$ cat src/rtl/drp_resp_pkg.sv
// drp_resp_pkg -- shared constants for the XADC-style DRP responder.
// Holds register addresses, config reset values, sequencer mode codes,
// the channel-enable bit mapping and the FSM state encodings.
package drp_resp_pkg;

  // Register addresses
  localparam logic [6:0] ADDR_MAX_TEMP   = 7'h20;
  localparam logic [6:0] ADDR_MAX_VCCINT = 7'h21;
  localparam logic [6:0] ADDR_MIN_TEMP   = 7'h24;
  localparam logic [6:0] ADDR_MIN_VCCINT = 7'h25;
  localparam logic [6:0] ADDR_STATUS     = 7'h3F;
  localparam logic [6:0] ADDR_CFG1       = 7'h41;
  localparam logic [6:0] ADDR_SEQ0       = 7'h48;
  localparam logic [6:0] ADDR_SEQ1       = 7'h49;

  // Config reset values
  localparam logic [15:0] CFG0_RST = 16'h9000;
  localparam logic [15:0] CFG1_RST = 16'h2EF0;
  localparam logic [15:0] CFG2_RST = 16'h0400;
  localparam logic [15:0] SEQ0_RST = 16'h4701;
  localparam logic [15:0] SEQ1_RST = 16'h000F;

  // Sequencer mode codes (reg41[15:12])
  localparam logic [3:0] SEQ_SINGLE = 4'h1;
  localparam logic [3:0] SEQ_CONT   = 4'h2;

  // DRP FSM states
  localparam logic DRP_IDLE = 1'b0;
  localparam logic DRP_WAIT = 1'b1;

  // Sequencer FSM states
  localparam logic [1:0] SEQ_HALT = 2'd0;
  localparam logic [1:0] SEQ_CONV = 2'd1;
  localparam logic [1:0] SEQ_NEXT = 2'd2;

  // Reset value of config register 0x40+idx
  function automatic logic [15:0] cfg_reset(input logic [4:0] idx);
    case (idx)
      5'h00:   cfg_reset = CFG0_RST;
      5'h01:   cfg_reset = CFG1_RST;
      5'h02:   cfg_reset = CFG2_RST;
      5'h08:   cfg_reset = SEQ0_RST;
      5'h09:   cfg_reset = SEQ1_RST;
      default: cfg_reset = 16'h0000;
    endcase
  endfunction

  // Map the two sequence-select registers onto a flat 32-channel mask
  function automatic logic [31:0] chan_enable(input logic [15:0] seq0,
                                              input logic [15:0] seq1);
    logic [31:0] m;
    m        = '0;
    m[0]     = seq0[8];
    m[1]     = seq0[9];
    m[2]     = seq0[10];
    m[6]     = seq0[14];
    m[8]     = seq0[0];
    m[31:16] = seq1;
    return m;
  endfunction

  // Lowest set bit index (0 when empty; callers qualify with |m)
  function automatic logic [4:0] lowest_ch(input logic [31:0] m);
    logic [4:0] ch;
    ch = '0;
    for (int i = 31; i >= 0; i--)
      if (m[i]) ch = 5'(i);
    return ch;
  endfunction

  // Enabled channels strictly above cur
  function automatic logic [31:0] above_mask(input logic [31:0] m,
                                             input logic [4:0]  cur);
    logic [31:0] r;
    for (int i = 0; i < 32; i++)
      r[i] = m[i] && (i > int'(cur));
    return r;
  endfunction

endpackage

$ cat src/rtl/drp_resp_sequencer.sv
// drp_resp_sequencer -- conversion pacing, channel selection, EOC/EOS.
// Ports:
//   DCLK, RESET       clock / async active-high reset
//   restart           one-cycle pulse: abort and restart at lowest channel
//   seq_mode[3:0]     reg41[15:12]
//   chan_en[31:0]     enabled-channel mask
//   busy              high during CONV
//   channel[4:0]      current / last converted channel
//   eoc, eos          registered end-of-conversion / end-of-sequence pulses
//   conv_done         combinational: this edge ends a conversion (capture strobe)
module drp_resp_sequencer
  import drp_resp_pkg::*;
#(
  parameter int CONV_CYCLES = 26
) (
  input  logic        DCLK,
  input  logic        RESET,
  input  logic        restart,
  input  logic [3:0]  seq_mode,
  input  logic [31:0] chan_en,
  output logic        busy,
  output logic [4:0]  channel,
  output logic        eoc,
  output logic        eos,
  output logic        conv_done
);

  localparam logic [7:0] CNT_LAST = 8'(CONV_CYCLES - 1);

  logic [1:0]  state;
  logic [7:0]  cnt;
  logic        done;   // single pass finished; hold off until restart
  logic        run, any_en, last;
  logic [31:0] higher;

  assign run       = (seq_mode == SEQ_CONT) || (seq_mode == SEQ_SINGLE);
  assign any_en    = |chan_en;
  assign higher    = above_mask(chan_en, channel);
  assign last      = ~|higher;
  assign busy      = (state == SEQ_CONV);
  // restart wins over a completing conversion, so an aborted one never EOCs
  assign conv_done = (state == SEQ_CONV) && (cnt == CNT_LAST) && !restart;

  always_ff @(posedge DCLK or posedge RESET) begin
    if (RESET) begin
      state   <= SEQ_HALT;
      cnt     <= '0;
      channel <= '0;
      eoc     <= 1'b0;
      eos     <= 1'b0;
      done    <= 1'b0;
    end else begin
      eoc <= conv_done;
      eos <= conv_done && last;
      if (restart) begin
        done <= 1'b0;
        cnt  <= '0;
        if (run && any_en) begin
          channel <= lowest_ch(chan_en);
          state   <= SEQ_CONV;
        end else begin
          state <= SEQ_HALT;
        end
      end else begin
        case (state)
          SEQ_HALT: if (run && any_en && !done) begin
            channel <= lowest_ch(chan_en);
            cnt     <= '0;
            state   <= SEQ_CONV;
          end
          SEQ_CONV: begin
            if (cnt == CNT_LAST) state <= SEQ_NEXT;
            else                 cnt   <= cnt + 8'd1;
          end
          SEQ_NEXT: begin
            cnt <= '0;
            if (!last) begin
              channel <= lowest_ch(higher);
              state   <= SEQ_CONV;
            end else if (seq_mode == SEQ_SINGLE) begin
              state <= SEQ_HALT;
              done  <= 1'b1;
            end else begin
              channel <= lowest_ch(chan_en);
              state   <= SEQ_CONV;
            end
          end
          default: state <= SEQ_HALT;
        endcase
      end
    end
  end

endmodule

$ cat src/rtl/drp_adc_responder.sv
// drp_adc_responder -- XADC stand-in on the DRP: register map, DRP FSM and
// result capture; the channel sequencer lives in drp_resp_sequencer.
// Ports:
//   DCLK, RESET          clock / async active-high reset
//   DADDR, DEN, DWE, DI  DRP request
//   DO, DRDY             DRP response (DO is 0 unless DRDY)
//   BUSY, CHANNEL        conversion status
//   EOC, EOS             end of conversion / sequence pulses
//   SAMPLE_DATA          analog value for CHANNEL, captured on the EOC edge
// Optional: define DRP_RESP_MINMAX_EN to build ch0/ch1 min/max trackers
// at 0x20/0x24 and 0x21/0x25.
module drp_adc_responder
  import drp_resp_pkg::*;
#(
  parameter int RD_LATENCY  = 4,
  parameter int CONV_CYCLES = 26
) (
  input  logic        DCLK,
  input  logic        RESET,
  input  logic [6:0]  DADDR,
  input  logic        DEN,
  input  logic        DWE,
  input  logic [15:0] DI,
  output logic [15:0] DO,
  output logic        DRDY,
  output logic        BUSY,
  output logic [4:0]  CHANNEL,
  output logic        EOC,
  output logic        EOS,
  input  logic [15:0] SAMPLE_DATA
);

  logic        drp_state;
  logic [3:0]  lat_cnt;
  logic [6:0]  addr_q;
  logic        we_q;
  logic [15:0] di_q;
  logic        ovf_sticky;
  logic        restart_q;
  logic [15:0] result [32];
  logic [15:0] cfg    [32];
  logic [15:0] rdata;
  logic [15:0] sample_m;
  logic        fire, wr_cfg, conv_done;

  assign fire     = (drp_state == DRP_WAIT) && (lat_cnt == 4'd0);
  assign wr_cfg   = fire && we_q && (addr_q[6:5] == 2'b10);
  assign sample_m = SAMPLE_DATA & 16'hFFF0;

`ifdef DRP_RESP_MINMAX_EN
  logic [15:0] max_temp, min_temp, max_vcc, min_vcc;

  always_ff @(posedge DCLK or posedge RESET) begin
    if (RESET) begin
      max_temp <= 16'h0000;
      min_temp <= 16'hFFFF;
      max_vcc  <= 16'h0000;
      min_vcc  <= 16'hFFFF;
    end else if (conv_done) begin
      if (CHANNEL == 5'd0) begin
        if (sample_m > max_temp) max_temp <= sample_m;
        if (sample_m < min_temp) min_temp <= sample_m;
      end
      if (CHANNEL == 5'd1) begin
        if (sample_m > max_vcc) max_vcc <= sample_m;
        if (sample_m < min_vcc) min_vcc <= sample_m;
      end
    end
  end
`endif

  // Read mux over the pre-edge register state
  always_comb begin
    rdata = 16'h0000;
    if (!addr_q[6]) begin
      if (!addr_q[5])                rdata = result[addr_q[4:0]];
      else if (addr_q == ADDR_STATUS) rdata = {15'b0, ovf_sticky};
`ifdef DRP_RESP_MINMAX_EN
      else if (addr_q == ADDR_MAX_TEMP)   rdata = max_temp;
      else if (addr_q == ADDR_MAX_VCCINT) rdata = max_vcc;
      else if (addr_q == ADDR_MIN_TEMP)   rdata = min_temp;
      else if (addr_q == ADDR_MIN_VCCINT) rdata = min_vcc;
`endif
    end else if (!addr_q[5]) begin
      rdata = cfg[addr_q[4:0]];
    end
  end

  // DRP FSM, response and sticky overlap flag
  always_ff @(posedge DCLK or posedge RESET) begin
    if (RESET) begin
      drp_state  <= DRP_IDLE;
      lat_cnt    <= '0;
      addr_q     <= '0;
      we_q       <= 1'b0;
      di_q       <= '0;
      DO         <= '0;
      DRDY       <= 1'b0;
      ovf_sticky <= 1'b0;
      restart_q  <= 1'b0;
    end else begin
      DRDY      <= fire;
      DO        <= (fire && !we_q) ? rdata : 16'h0000;
      // registered so the sequencer restarts against the new config
      restart_q <= wr_cfg && ((addr_q == ADDR_CFG1) || (addr_q == ADDR_SEQ0) ||
                              (addr_q == ADDR_SEQ1));
      if (DEN && drp_state == DRP_WAIT)
        ovf_sticky <= 1'b1;
      else if (fire && !we_q && addr_q == ADDR_STATUS)
        ovf_sticky <= 1'b0;
      case (drp_state)
        DRP_IDLE: if (DEN) begin
          addr_q    <= DADDR;
          we_q      <= DWE;
          di_q      <= DI;
          lat_cnt   <= 4'(RD_LATENCY - 1);
          drp_state <= DRP_WAIT;
        end
        default: begin
          if (lat_cnt == 4'd0) drp_state <= DRP_IDLE;
          else                 lat_cnt   <= lat_cnt - 4'd1;
        end
      endcase
    end
  end

  // Register file: config writes from DRP, results from the sequencer
  always_ff @(posedge DCLK or posedge RESET) begin
    if (RESET) begin
      for (int i = 0; i < 32; i++) begin
        cfg[i]    <= cfg_reset(5'(i));
        result[i] <= 16'h0000;
      end
    end else begin
      if (wr_cfg)    cfg[addr_q[4:0]] <= di_q;
      if (conv_done) result[CHANNEL]  <= sample_m;
    end
  end

  drp_resp_sequencer #(.CONV_CYCLES(CONV_CYCLES)) u_seq (
    .DCLK      (DCLK),
    .RESET     (RESET),
    .restart   (restart_q),
    .seq_mode  (cfg[1][15:12]),
    .chan_en   (chan_enable(cfg[8], cfg[9])),
    .busy      (BUSY),
    .channel   (CHANNEL),
    .eoc       (EOC),
    .eos       (EOS),
    .conv_done (conv_done)
  );

endmodule

$ cat config.mk
export PLATFORM = sky130hd
export DESIGN_NAME = drp_adc_responder
export DESIGN_NICKNAME = d
export VERILOG_FILES = /design/src/rtl/drp_resp_pkg.sv /design/src/rtl/drp_resp_sequencer.sv /design/src/rtl/drp_adc_responder.sv
export SDC_FILE = /design/constraint.sdc
export NUM_CORES = 2
export LEC_CHECK = 0
export ABC_AREA = 1
export BUFFER_PORTS_ARGS = -buffer_cell sky130_fd_sc_hd__buf_4
export CAP_MARGIN = 10
export CORE_MARGIN = 4
export CORE_UTILIZATION = 30
export CTS_CLUSTER_SIZE = 24
export DETAILED_ROUTE_END_ITERATION = 16
export PLACE_DENSITY_LB_ADDON = 0.1
export SLEW_MARGIN = 0
export SYNTH_ARGS = -nofsm -noshare
export SYNTH_HDL_FRONTEND = slang
export SYNTH_SLANG_ARGS = --single-unit
export TNS_END_PERCENT = 30
$ cat constraint.sdc
create_clock -name DCLK -period 38.2 [get_ports DCLK]
set_input_delay 1.91 -clock DCLK [delete_from_list [all_inputs] [get_ports DCLK]]
set_output_delay 1.91 -clock DCLK [all_outputs]
set_load 0.05 [all_outputs]
==> flow_summary.ini <==
[worst_setup_path]
cp_max_fo = 111
cp.required_ps = 38970
criticalPathCategory = in -> async
r2r_cells = 10
worst_ep_arrival_time_ps = 5780
startpoint = RESET
timing.rr.end = DO[10]$_DFF_PP0_
end_kind = async pin
timing.rr.start = addr_q[1]$_DFFE_PP0P_
r2r_setup_slack_ps = 33380
start_kind = primary input

[placement]
gp_congestion = 0.7756
dpl-instance-area_sq_um = 44030
place_ws_ps = 32180
dp_hpwl_mm = 87.04
dp_cells = 6380
portBuffers = 63

[pwr]
peakVddDrop_mv = 0.04918
p_leak_nw = 20.80
total_power_mw = 3.148
p_int_mw = 1.904
switching_share = 0.3950
pwr-share-seq = 0.350
clkPwrFrac = 0.347
power_density_nw_per_um2 = 65.92
p_switching_mw = 1.243
comb_power_share = 0.303

[hold_path]
holdPathStages = 2
hold_end = cfg[474]$_DFFE_PP1P_
hold_start = cfg[474]$_DFFE_PP1P_
hold_class = reg -> reg

[layout]
final_util = 0.3456
drive_gt1_frac = 0.09170
finalNetCount = 4681
stdcell_area_sq_um = 47760
layoutNonFillerInstCount = 6588
fillCellCount = 14524
area_delta_synth_final_pct = 13.93

[routing]
routedWlPerCell_um = 23.14
num_vias = 33953
ant_nets = 0
first_pass_iters = 6
drt_iter0_markers = 3031
vias_per_cell = 5.154
drcViolationCount = 0
wl_mm = 152.4

[floorplan]
rows = 136
fp.dieW_um = 381.8
start_util = 0.3034
core_area_sq_um = 138200
io_pins = 68
die_area_sq_um = 145800
die_h_um = 381.8

[yosys]
syn-num-nets = 4807
synthCells = 4757
syn_avg_cell_area_sq_um = 8.811
synth_edf_count = 0
synth_area_sq_um = 41920
seq_area_frac_synth = 0.5749
async_flop_share = 1.000
yosys_warnings = 0
yosys_most_used_dff = dfrtp_1
synth.distinct_cells = 45
synth_seq_cells = 962

[timing]
layout_setup_ws_ps = 33190
holdWs_ps = 478.9
clock.fmax_ghz = 0.1997
finalClockSkew_ps = 26.52
worst_slew_pin_slew_ps = 1341
period_needed_ps = 5008
timing_hold_violations_final = 0
rsz0062_at_grt = no
drv_slew = 0
fin_crit_sh = 0.1311
tns_ps = 0
slew_headroom = 0.09428
setup_viol = 0

[clock_network]
cts_made_buffers = 112
clock-root-buffer = clkbuf_16
htreeDepth = 3
clock_latency_ps = 720
cts_hold_buffers = 0
cts_sinks = 962
tritoncts = done
cts_setup_buffers = 0
cts_resized = 0
clockBufferDepth = 3
path_clk_slew_ps = 60

[global_routing]
overflow = 0
grt_pass1_wl_mm = 228.8
grt_pass1_vias = 33019
grt_max_degree = 112
antenna_found_initial = 6
grt_usage = 0.2072

[run]
cap_violations = 0

[status]
status = completed
==> cell usage in the layout (no fill, tap or decap), types with 7 or more instances in the layout <==
master,n
nand2_1,1329
nor4_1,23
clkinv_2,22
ha_1,7
dfstp_2,20
inv_2,12
bufinv_16,8
dfrtp_1,939
nor2_2,14
o21ai_1,18
clkbuf_16,113
clkbuf_1,30
a31oi_1,181
a21oi_1,55
o41ai_1,15
nor3_1,22
a221oi_1,14
nand3_1,290
nand4_1,27
nor2_1,60
nand2_2,8
o21ai_0,933
inv_1,108
buf_4,167
a22oi_1,214
clkbuf_8,26
or2_2,7
==> power by group through the flow <==
stage          Sequential, mW  Clock, mW  Combinational, mW
6_report                 1.10       1.09              0.954
2_1_floorplan            1.11          0              0.531
4_1_cts                  1.10       1.12              0.959
3_5_place_dp             1.12          0              0.958
5_1_grt                  1.11       1.16               1.02
3_3_place_gp             1.12          0              0.959
==> area by class of cell <==
type,instances,area [sq um],share of cell area
well taps,1863,2331,0.04881
flip-flops and latches,962,24110,0.5048
diodes,3,7.507,0.0001572
multi-input cells,3259,15780,0.3304
clock inverters,36,414.1,0.008672
repair buffers,171,1334,0.02793
inverters,125,488.0,0.01022
clock buffers,169,3298,0.06906
==> state kept, by name, summed over array words and instances (netlist names), 2 cells and up <==
name and flops:
DO 16, addr_q 7, cfg 512, di_q 16
lat_cnt 4, result 384, u_seq.channel 5, u_seq.cnt 8
u_seq.state 2
==> worst max-delay path by stage <==
stage / endpoint / slack, ps / cells after the start
CTS: drp_state$_DFF_PP0_ / 32960 / 6
global placement: lat_cnt[0]$_DFFE_PP0P_ / 32120 / 6
finish: cfg[187]$_DFFE_PP0P_ / 33190 / 6
detailed placement: lat_cnt[3]$_DFFE_PP0P_ / 32180 / 6
floorplan: DO[0]$_DFF_PP0_ / 9260 / 1
global route: cfg[43]$_DFFE_PP0P_ / 32520 / 6
==> cells in the mapped netlist, types with 5 or more instances <==
| library cell | number | area [sq um] |
|---|---|---|
| nand2_1 | 1331 | 4996 |
| dfrtp_1 | 942 | 23570 |
| o21ai_0 | 933 | 4669 |
| clkbuf_1 | 340 | 1276 |
| nand3_1 | 291 | 1456 |
| a22oi_1 | 214 | 1607 |
| a31oi_1 | 181 | 1132 |
| inv_1 | 110 | 412.9 |
| nor2_1 | 65 | 244.0 |
| buf_2 | 56 | 280.3 |
| a21oi_1 | 55 | 275.3 |
| nand4_1 | 27 | 168.9 |
| nor4_1 | 23 | 143.9 |
| nor3_1 | 22 | 110.1 |
| dfstp_2 | 20 | 525.5 |
| o21ai_1 | 18 | 90.09 |
| o41ai_1 | 16 | 140.1 |
| a221oi_1 | 14 | 122.6 |
| buf_1 | 13 | 48.80 |
| inv_2 | 12 | 45.04 |
| nor2_2 | 12 | 75.07 |
| ha_1 | 7 | 87.58 |
| or2_2 | 7 | 43.79 |
| nand2_2 | 6 | 37.54 |
| o21ai_2 | 5 | 43.79 |
| o22ai_1 | 5 | 31.28 |
| o31ai_1 | 5 | 37.54 |
==> logic make-up (layout without fill, tap and decap cells) <==
family | count (synthesis) | after routing | share of synthesized area
XOR/XNOR | 3 | 3 | 0.0006270
AO/OA/AOI/OAI | 1456 | 1456 | 0.1964
adder cells (fa/ha/maj) | 7 | 7 | 0.002089
AND/OR/NAND/NOR | 1792 | 1792 | 0.1757
flip-flops | 962 | 962 | 0.5749
multiplexers | 1 | 1 | 0.0002686
buffers and inverters | 536 | 501 | 0.04991
other | 0 | 3 | 0
==> metal layers <==
layer,GRT usage,share of wire
met1,0.3037,0.48
met2,0.3200,0.44
met3,0.02981,0.049
met4,0.05548,0.026
met5,0,0.00011
==> worst max-delay path, stage by stage <==
cell and delay (ps):
buf_4 130, inv_8 490, buf_4 680, buf_4 770
buf_4 840, buf_4 720
Note: power is estimated with default switching activity, not from simulation.
